<file path="config.mk">
export PLATFORM = sky130hd
export DESIGN_NAME = mem
export DESIGN_NICKNAME = d
export VERILOG_FILES = /design/src/rtl/mem_pkg.sv /design/src/rtl/mem_data_memory.sv /design/src/rtl/mem.sv
export SDC_FILE = /design/constraint.sdc
export NUM_CORES = 1
export LEC_CHECK = 0
export ABC_AREA = 0
export CELL_PAD_IN_SITES_DETAIL_PLACEMENT = 1
export CELL_PAD_IN_SITES_GLOBAL_PLACEMENT = 2
export CORE_UTILIZATION = 48
export DETAILED_ROUTE_END_ITERATION = 8
export PLACE_DENSITY_LB_ADDON = 0.15
export SKIP_CTS_REPAIR_TIMING = 1
export SYNTH_ARGS = -nofsm -noshare
export SYNTH_HDL_FRONTEND = slang
export SYNTH_SLANG_ARGS = --single-unit
</file>
<file path="constraint.sdc">
create_clock -name i_clk -period 5.1 [get_ports i_clk]
set_input_delay 1.02 -clock i_clk [delete_from_list [all_inputs] [get_ports i_clk]]
set_output_delay 1.02 -clock i_clk [all_outputs]
set_load 0.02 [all_outputs]
</file>
<file path="src/rtl/mem_pkg.sv">
// rtl/mem_pkg.sv - shared constants, size codes, clear FSM states and alignment helper for the MEM stage
package mem_pkg;

  localparam int DEFAULT_MEM_BUS_SIZE  = 32;
  localparam int DEFAULT_MEM_ADDR_BITS = 5;

  localparam logic [1:0] MEM_SIZE_BYTE = 2'b00;
  localparam logic [1:0] MEM_SIZE_HALF = 2'b01;
  localparam logic [1:0] MEM_SIZE_WORD = 2'b11;

  typedef enum logic {
    MEM_ST_IDLE  = 1'b0,
    MEM_ST_CLEAR = 1'b1
  } mem_state_e;

  // Size code 2'b10 falls into the word case on purpose.
  function automatic logic is_aligned(input logic [1:0] size, input logic [1:0] lane);
    case (size)
      MEM_SIZE_BYTE: is_aligned = 1'b1;
      MEM_SIZE_HALF: is_aligned = ~lane[0];
      default:       is_aligned = (lane == 2'b00);
    endcase
  endfunction

endpackage

</file>
<file path="src/rtl/mem_data_memory.sv">
// rtl/mem_data_memory.sv - word-organised data memory, byte-enable sync write, comb read and debug ports
module mem_data_memory #(
  parameter int WIDTH     = 32,
  parameter int ADDR_BITS = 5
) (
  input  logic                 clk,
  input  logic [WIDTH/8-1:0]   wr_be,
  input  logic [ADDR_BITS-1:0] wr_addr,
  input  logic [WIDTH-1:0]     wr_data,
  input  logic [ADDR_BITS-1:0] rd_addr,
  output logic [WIDTH-1:0]     rd_data,
  input  logic [ADDR_BITS-1:0] dbg_addr,
  output logic [WIDTH-1:0]     dbg_data
);

  logic [WIDTH-1:0] words [1<<ADDR_BITS];

  always_ff @(posedge clk) begin
    for (int b = 0; b < WIDTH/8; b++) begin
      if (wr_be[b]) words[wr_addr][8*b +: 8] <= wr_data[8*b +: 8];
    end
  end

  assign rd_data  = words[rd_addr];
  assign dbg_data = words[dbg_addr];

endmodule

</file>
<file path="src/rtl/mem.sv">
// rtl/mem.sv - MEM pipeline stage: lane-aligned loads/stores, zero-fill sequencer and MEM/WB register
module mem
  import mem_pkg::*;
#(
  parameter int BUS_SIZE      = DEFAULT_MEM_BUS_SIZE,
  parameter int MEM_ADDR_BITS = DEFAULT_MEM_ADDR_BITS
) (
  input  logic                     i_clk,
  input  logic                     i_reset,
  input  logic                     i_halt,
  input  logic                     i_mem_clear,
  input  logic                     i_mem_rd,
  input  logic                     i_mem_wr,
  input  logic [1:0]               i_mem_size,
  input  logic                     i_mem_unsigned,
  input  logic                     i_reg_write,
  input  logic                     i_mem_to_reg,
  input  logic [4:0]               i_wb_addr,
  input  logic [BUS_SIZE-1:0]      i_alu_result,
  input  logic [BUS_SIZE-1:0]      i_sc_bus_b,
  input  logic [MEM_ADDR_BITS-1:0] i_debug_addr,
  output logic [BUS_SIZE-1:0]      o_debug_data,
  output logic                     o_busy,
  output logic                     o_reg_write,
  output logic                     o_mem_to_reg,
  output logic [4:0]               o_wb_addr,
  output logic [BUS_SIZE-1:0]      o_alu_result,
  output logic [BUS_SIZE-1:0]      o_mem_data,
  output logic                     o_misaligned
);

  localparam int LANES = BUS_SIZE / 8;

  mem_state_e               state, state_next;
  logic [MEM_ADDR_BITS-1:0] clr_idx, clr_idx_next;
  logic                     busy, clr_we;

  always_ff @(posedge i_clk) begin
    if (i_reset) begin
      state   <= MEM_ST_IDLE;
      clr_idx <= '0;
    end else if (!i_halt) begin
      state   <= state_next;
      clr_idx <= clr_idx_next;
    end
  end

  always_comb begin
    state_next   = state;
    clr_idx_next = clr_idx;
    busy         = 1'b0;
    clr_we       = 1'b0;
    case (state)
      MEM_ST_IDLE: begin
        if (i_mem_clear) begin
          state_next   = MEM_ST_CLEAR;
          clr_idx_next = '0;
        end
      end
      MEM_ST_CLEAR: begin
        busy         = 1'b1;
        clr_we       = ~i_halt & ~i_reset;
        clr_idx_next = clr_idx + 1'b1;
        if (&clr_idx) state_next = MEM_ST_IDLE;
      end
      default: state_next = MEM_ST_IDLE;
    endcase
  end

  assign o_busy = busy;

  logic [MEM_ADDR_BITS-1:0] word_idx;
  logic [1:0]               lane;
  logic                     aligned, store_en, load_en;

  assign word_idx = i_alu_result[MEM_ADDR_BITS+1:2];
  assign lane     = i_alu_result[1:0];
  assign aligned  = is_aligned(i_mem_size, lane);
  assign store_en = i_mem_wr & aligned & ~i_halt & ~busy & ~i_reset;
  // A simultaneous rd+wr is a store; it must not also produce load data.
  assign load_en  = i_mem_rd & ~i_mem_wr & aligned & ~busy;

  logic [LANES-1:0]    st_be;
  logic [BUS_SIZE-1:0] st_data;

  always_comb begin
    st_be   = '0;
    st_data = i_sc_bus_b;
    case (i_mem_size)
      MEM_SIZE_BYTE: begin
        st_be   = LANES'(1) << lane;
        st_data = {LANES{i_sc_bus_b[7:0]}};
      end
      MEM_SIZE_HALF: begin
        st_be   = lane[1] ? 4'b1100 : 4'b0011;
        st_data = {2{i_sc_bus_b[15:0]}};
      end
      default: st_be = '1;
    endcase
  end

  logic [LANES-1:0]         wr_be;
  logic [MEM_ADDR_BITS-1:0] wr_addr;
  logic [BUS_SIZE-1:0]      wr_data, rd_word;

  assign wr_be   = clr_we ? '1 : (store_en ? st_be : '0);
  assign wr_addr = clr_we ? clr_idx : word_idx;
  assign wr_data = clr_we ? '0 : st_data;

  mem_data_memory #(
    .WIDTH     (BUS_SIZE),
    .ADDR_BITS (MEM_ADDR_BITS)
  ) u_data_memory (
    .clk      (i_clk),
    .wr_be    (wr_be),
    .wr_addr  (wr_addr),
    .wr_data  (wr_data),
    .rd_addr  (word_idx),
    .rd_data  (rd_word),
    .dbg_addr (i_debug_addr),
    .dbg_data (o_debug_data)
  );

  logic [7:0]          ld_byte;
  logic [15:0]         ld_half;
  logic [BUS_SIZE-1:0] load_val;

  assign ld_byte = rd_word[8*lane +: 8];
  assign ld_half = lane[1] ? rd_word[31:16] : rd_word[15:0];

  always_comb begin
    load_val = rd_word;
    case (i_mem_size)
      MEM_SIZE_BYTE: load_val = {{(BUS_SIZE-8){~i_mem_unsigned & ld_byte[7]}}, ld_byte};
      MEM_SIZE_HALF: load_val = {{(BUS_SIZE-16){~i_mem_unsigned & ld_half[15]}}, ld_half};
      default:       load_val = rd_word;
    endcase
  end

  always_ff @(posedge i_clk) begin
    if (i_reset) begin
      o_reg_write  <= 1'b0;
      o_mem_to_reg <= 1'b0;
      o_wb_addr    <= '0;
      o_alu_result <= '0;
      o_mem_data   <= '0;
      o_misaligned <= 1'b0;
    end else if (!i_halt) begin
      o_reg_write  <= i_reg_write & ~busy;
      o_mem_to_reg <= i_mem_to_reg;
      o_wb_addr    <= i_wb_addr;
      o_alu_result <= i_alu_result;
      o_mem_data   <= load_en ? load_val : '0;
      o_misaligned <= (i_mem_rd | i_mem_wr) & ~aligned & ~busy;
    end
  end

endmodule

</file>
======== Word-level counts from Yosys, hierarchy flattened ========
Memories as Yosys holds them, arrays and structs flattened.
Index checks and enable logic that the tools add are counted.
word-level totals
  RAM bits ................................ 1024
  output and inout bits ................... 105
  register bits ........................... 78
  input port bits ......................... 85
  memories kept ........................... 1
  word-level logic and storage cells ...... 66
memory list
  name                 depth  bits a word  rd ports  clocked after Yosys merged registers in  write ports  line                   text
  u_data_memory.words  32     32           2         0                                        1            mem_data_memory.sv:16  logic [WIDTH-1:0] words [1<<ADDR_BITS];
cells by class
  mux-type cells .......................... 26
  $add $sub $neg .......................... 1
  equality and inequality tests ........... 2
  bitwise logic cells ..................... 22
  reductions and logical operators ........ 4
  shift operators ......................... 2
operator list
  kind                                                                   number
  32-bit one-hot mux with 2 select lines                                 2
  32-bit two-way mux                                                     2
  32-bit by 6-bit indexed part select with 8-bit output                  1
  16-bit two-way mux                                                     1
  1-bit bitwise AND                                                      13
  1-bit two-way mux                                                      12
  4-bit two-way mux                                                      3
  5-bit two-way mux                                                      2
  5-bit one-hot mux with 2 select lines                                  1
  1-bit inverter                                                         8
  4-bit one-hot mux with 2 select lines                                  1
  5-bit by 1-bit adder with 5-bit output, second input constant          1
  5-bit AND reduction                                                    1
  2-bit logical NOT                                                      2
  1-bit one-hot mux with 2 select lines                                  2
  1-bit by 2-bit << shifter with 4-bit output, first input constant      1
  2-bit by 1-bit equality test with 1-bit output, second input constant  1
  2-bit inequality test, second input constant                           1
  2-bit AND reduction                                                    1
  1-bit bitwise OR                                                       1

======== Depth between registers and ports, before layout ========
Gate-level depths: netlist of the first run.
  depth in word-level cells ............... 10
  gate-level depth with buffers ........... 13
  depth with buffers taken out ............ 7

======== Modules after synthesis ========
Synthesis of the first run repeated with hierarchy kept, for this count alone.
unflattened totals
  cell total of the unflattened synthesis .. 4010
  area, all modules ....................... 53562.6 um^2
by module, submodules not included
  module           times used  cells an instance  area an instance (um^2)
  mem_data_memory  1           3528               49637.6
  mem              1           482                3925.0

======== Least setup slack after synthesis of the first run ========
No wires, ideal clock.
  path kind ............................... input port to output port
  start point ............................. input port i_debug_addr[0]
  end point ............................... output port o_debug_data[11]
  buffers on the path ..................... 3
  cell stages on the path ................. 6
  setup slack ............................. 0.788 ns
  data arrival time ....................... 3.292 ns
  path through ............................ clkbuf_1 clkbuf_1 buf_1 mux4_2 mux4_2 mux2_2
on the way
  word-level cells in the longest chain between the ends .. 1
ends and longest elaborated chain
  what                     line       text
  start, declared          mem.sv:21  input logic [MEM_ADDR_BITS-1:0] i_debug_addr,
  memory read 32 x 32 bit  -
  end, declared            mem.sv:22  output logic [BUS_SIZE-1:0] o_debug_data,
Every way passes these cells.

======== Worst setup path in the final report of the first run ========
  start point ............................. input port i_debug_addr[0]
  end point ............................... output port o_debug_data[29]
The elaborated chain is that of the path after synthesis.

==> results.ini, run 1 <==
[setup_path]
crit_path_top_delay_cell=clkdlybuf4s50_1
crit_type=input pin to output pin
cp_data_required_time_ns=4.08
critPathMaxStageDelay_ns=0.58
cp-start-kind=input pin
crit_path_start=i_debug_addr[0]
r2r_start=state$_SDFFE_PP0N_
crit_top_cell=mux4_2
worst-path-buf-inv=4
path_cells=buf_8 > buf_12 > buf_4 > mux4_2 > mux4_2 > mux2_2 > clkdlybuf4s50_1
crit_family=multiplexers
crit_arrival_ns=3.67
cp_max_fo=23
cp-end-kind=output pin

[sta]
setup_viol=0
fin_skew_ns=0.02570
holdWs_ns=0.4727
slew_headroom_pct=5.567
min_period_ns=4.693
final_max_slew_viol_count=0
fin_ws_ns=0.4072
rsz0062_at_grt=no
finalHoldViolCount=0
period_share_pct=92.02
tightestPinTransition_ns=1.411
fmax_mhz=213.1
tns_ns=0

[cells_and_area]
largestRegisters=u_data_memory.words x1024, o_alu_result x32, o_mem_data x32
drive_gt1_share_pct=31.21
largest_reg_flops=1024
postLayoutCoreUtil_pct=56.16
layout.cells.most_common=edfxtp_1
synthToLayoutAreaGrowth_pct=16.05
top_register=u_data_memory.words
nNetsFinal=3210
layout_common_cells=1024 x edfxtp_1, 489 x mux4_2, 228 x mux2i_1
diodes=0

[yosys]
ys_types=65
synth_top_area_cell=edfxtp_1
synth_compound_area_share_pct=3.858
synth_top_family_by_area=multiplexers
synth-async-reset-ratio_pct=0
yosysSeqAreaShare_pct=62.46
syn_nets=2907
ys_ff_latch=1102
yosys.area_share.simple_pct=3.870
synthFlopType=edfxtp_1
netlist.area_leader.share_pct=59.44
synthAdderAreaFrac_pct=0.04837
synthXorXnorAreaFrac_pct=0
syn_area_um2=51730
synth_edf_count=1024
postSynthAreaPerCell_um2=18.34
muxShareOfSynthArea_pct=27.28
synth-warning-count=0
ys_top_cells_by_area=edfxtp_1 59%, mux4_2 21%, mux2i_1 4.4%
syn_inst=2820

[placement]
gp_congestion=0.8854
portBuffers=189
hpwl_mm=113.9
dp_slack_ns=0.3756

[grt]
overflow=0
grt_pass1_wl_mm=242.8
grt_start_max_net_pins=67
grt_pass1_vias=32210
antenna_found_initial=4
grt_usage_pct=31.89

[run_status]
status=complete, no violations

[power_and_ir_drop]
total_power_mw=20.66
power_density_nw_per_um2=344.2
p_leak_nw=19.71
peakVddDrop_mv=0.2442

[flow_run]
drv_cap=0

[floorplan]
io_pins=190
initial_utilization_pct=48.39
die_w_um=330.3
die_area_um2=109100
core_area_um2=106900
rows=120
die_y_um=330.3

[worst_hold_path]
hold_class=register to register
worstHoldStart=o_mem_data[6]$_SDFFE_PP0N_

[drt]
drtIter0Drc=3964
drc_errors=0
first_pass_iters=5
detail-route-antenna-nets=0
wl_mm=173.0
wl_per_cell_um=37.36
via_count=31604
vias_per_cell=6.826

[clock_network]
insertion_delay_ns=0.73
cts_buffer_depth=3
clk_pin_slew_worst_paths_ns=0.06
clock-sinks=1102
numCtsBuffers=118
cts_tree=yes
cts_root_buffer=clkbuf_16
htree_levels=3

==> stage by stage <==
stage | std cells | cell area (um2)
2_1_floorplan | 2820 | 51730
3_3_place_gp | 4404 | 56160
3_5_place_dp | 4406 | 56190
4_1_cts | 4630 | 60030
5_1_grt | 4630 | 60030
6_report | 4630 | 60030
==> synthesized netlist by cell type (3+ instances only) <==
cell type / number
nor3_1: 5
mux2_2: 40
a211oi_1: 16
nand3_1: 16
or2_2: 6
a211oi_2: 11
a2111oi_2: 5
nand2b_1: 16
a31oi_1: 9
o21ai_0: 11
o21ai_1: 5
nand4_1: 15
nor2_1: 233
buf_2: 18
and3_1: 7
mux2i_1: 228
buf_12: 9
nor2b_1: 26
inv_1: 6
buf_8: 4
buf_4: 26
dfxtp_1: 78
and2_1: 3
buf_6: 15
mux4_2: 489
buf_1: 48
edfxtp_1: 1024
nor4bb_1: 3
and4b_1: 4
mux4_1: 14
o22ai_1: 46
nor4_1: 10
a22oi_1: 80
nand2_1: 91
a21oi_1: 41
a221o_1: 17
clkbuf_1: 103
a221oi_1: 6
==> worst reg2reg max path, delay by kind of cell, from the launching register on <==
kind	cells	cell delay, ns
buf+inv	2	0.85
flops	1	0.57
simple gates	4	2.03
==> final timing paths <==
check                                                             to  slack [ns]  cells past startpoint
worst max register to register  u_data_memory.words[5][10]$_DFFE_PP_        1.27                      6
worst min-delay path                      o_mem_data[6]$_SDFFE_PP0N_        0.47                      2
worst min register to register            o_mem_data[6]$_SDFFE_PP0N_        0.47                      2
worst max-delay path                                o_debug_data[29]        0.41                      7
==> cell families (layout without fill, tap and decap cells) <==
| family | after synthesis | count (layout) |
|---|---|---|
| muxes | 771 | 771 |
| and+or+nand+nor | 447 | 447 |
| DFF | 1102 | 1102 |
| buffers and inverters | 229 | 636 |
| adders and majority gates | 2 | 2 |
| AOI/OAI and AO/OA | 269 | 269 |
==> metal layers <==
| layer | track usage (%) | vias up | wire [um] |
|---|---|---|---|
| met5 | 0 | - | 27 |
| met4 | 11.22 | 4 | 5976 |
| met3 | 7.278 | 302 | 18410 |
| met2 | 49.14 | 1942 | 80640 |
| met1 | 44.91 | 16881 | 67930 |
| li1 | - | 12475 | - |
==> layout make-up <==
cell class                      instances  area [um2]
Clock buffer                          141        3103
Clock inverter                         83       745.7
Fill cell                            9443       46870
Inverter                                6       22.52
Multi-Input combinational cell       1489       18300
Sequential cell                      1102       32310
Tap cell                             1403        1755
Timing Repair Buffer                  406        3801
==> power breakdown <==
group,total (mW),internal [mW],leakage (nW),switching (mW)
Clock,8.62,4.98,1.88,3.64
Sequential,10.0,10.0,9.87,0.0232
Combinational,2.02,0.826,7.96,1.20
Note: power is estimated with default switching activity, not from simulation.
==> run 2, diff against run 1 <==
GPL_TIMING_DRIVEN = 1   (was not set)
==> results of run 2 <==
No change in the layout: final DEF, timing and power equal those of run 1.
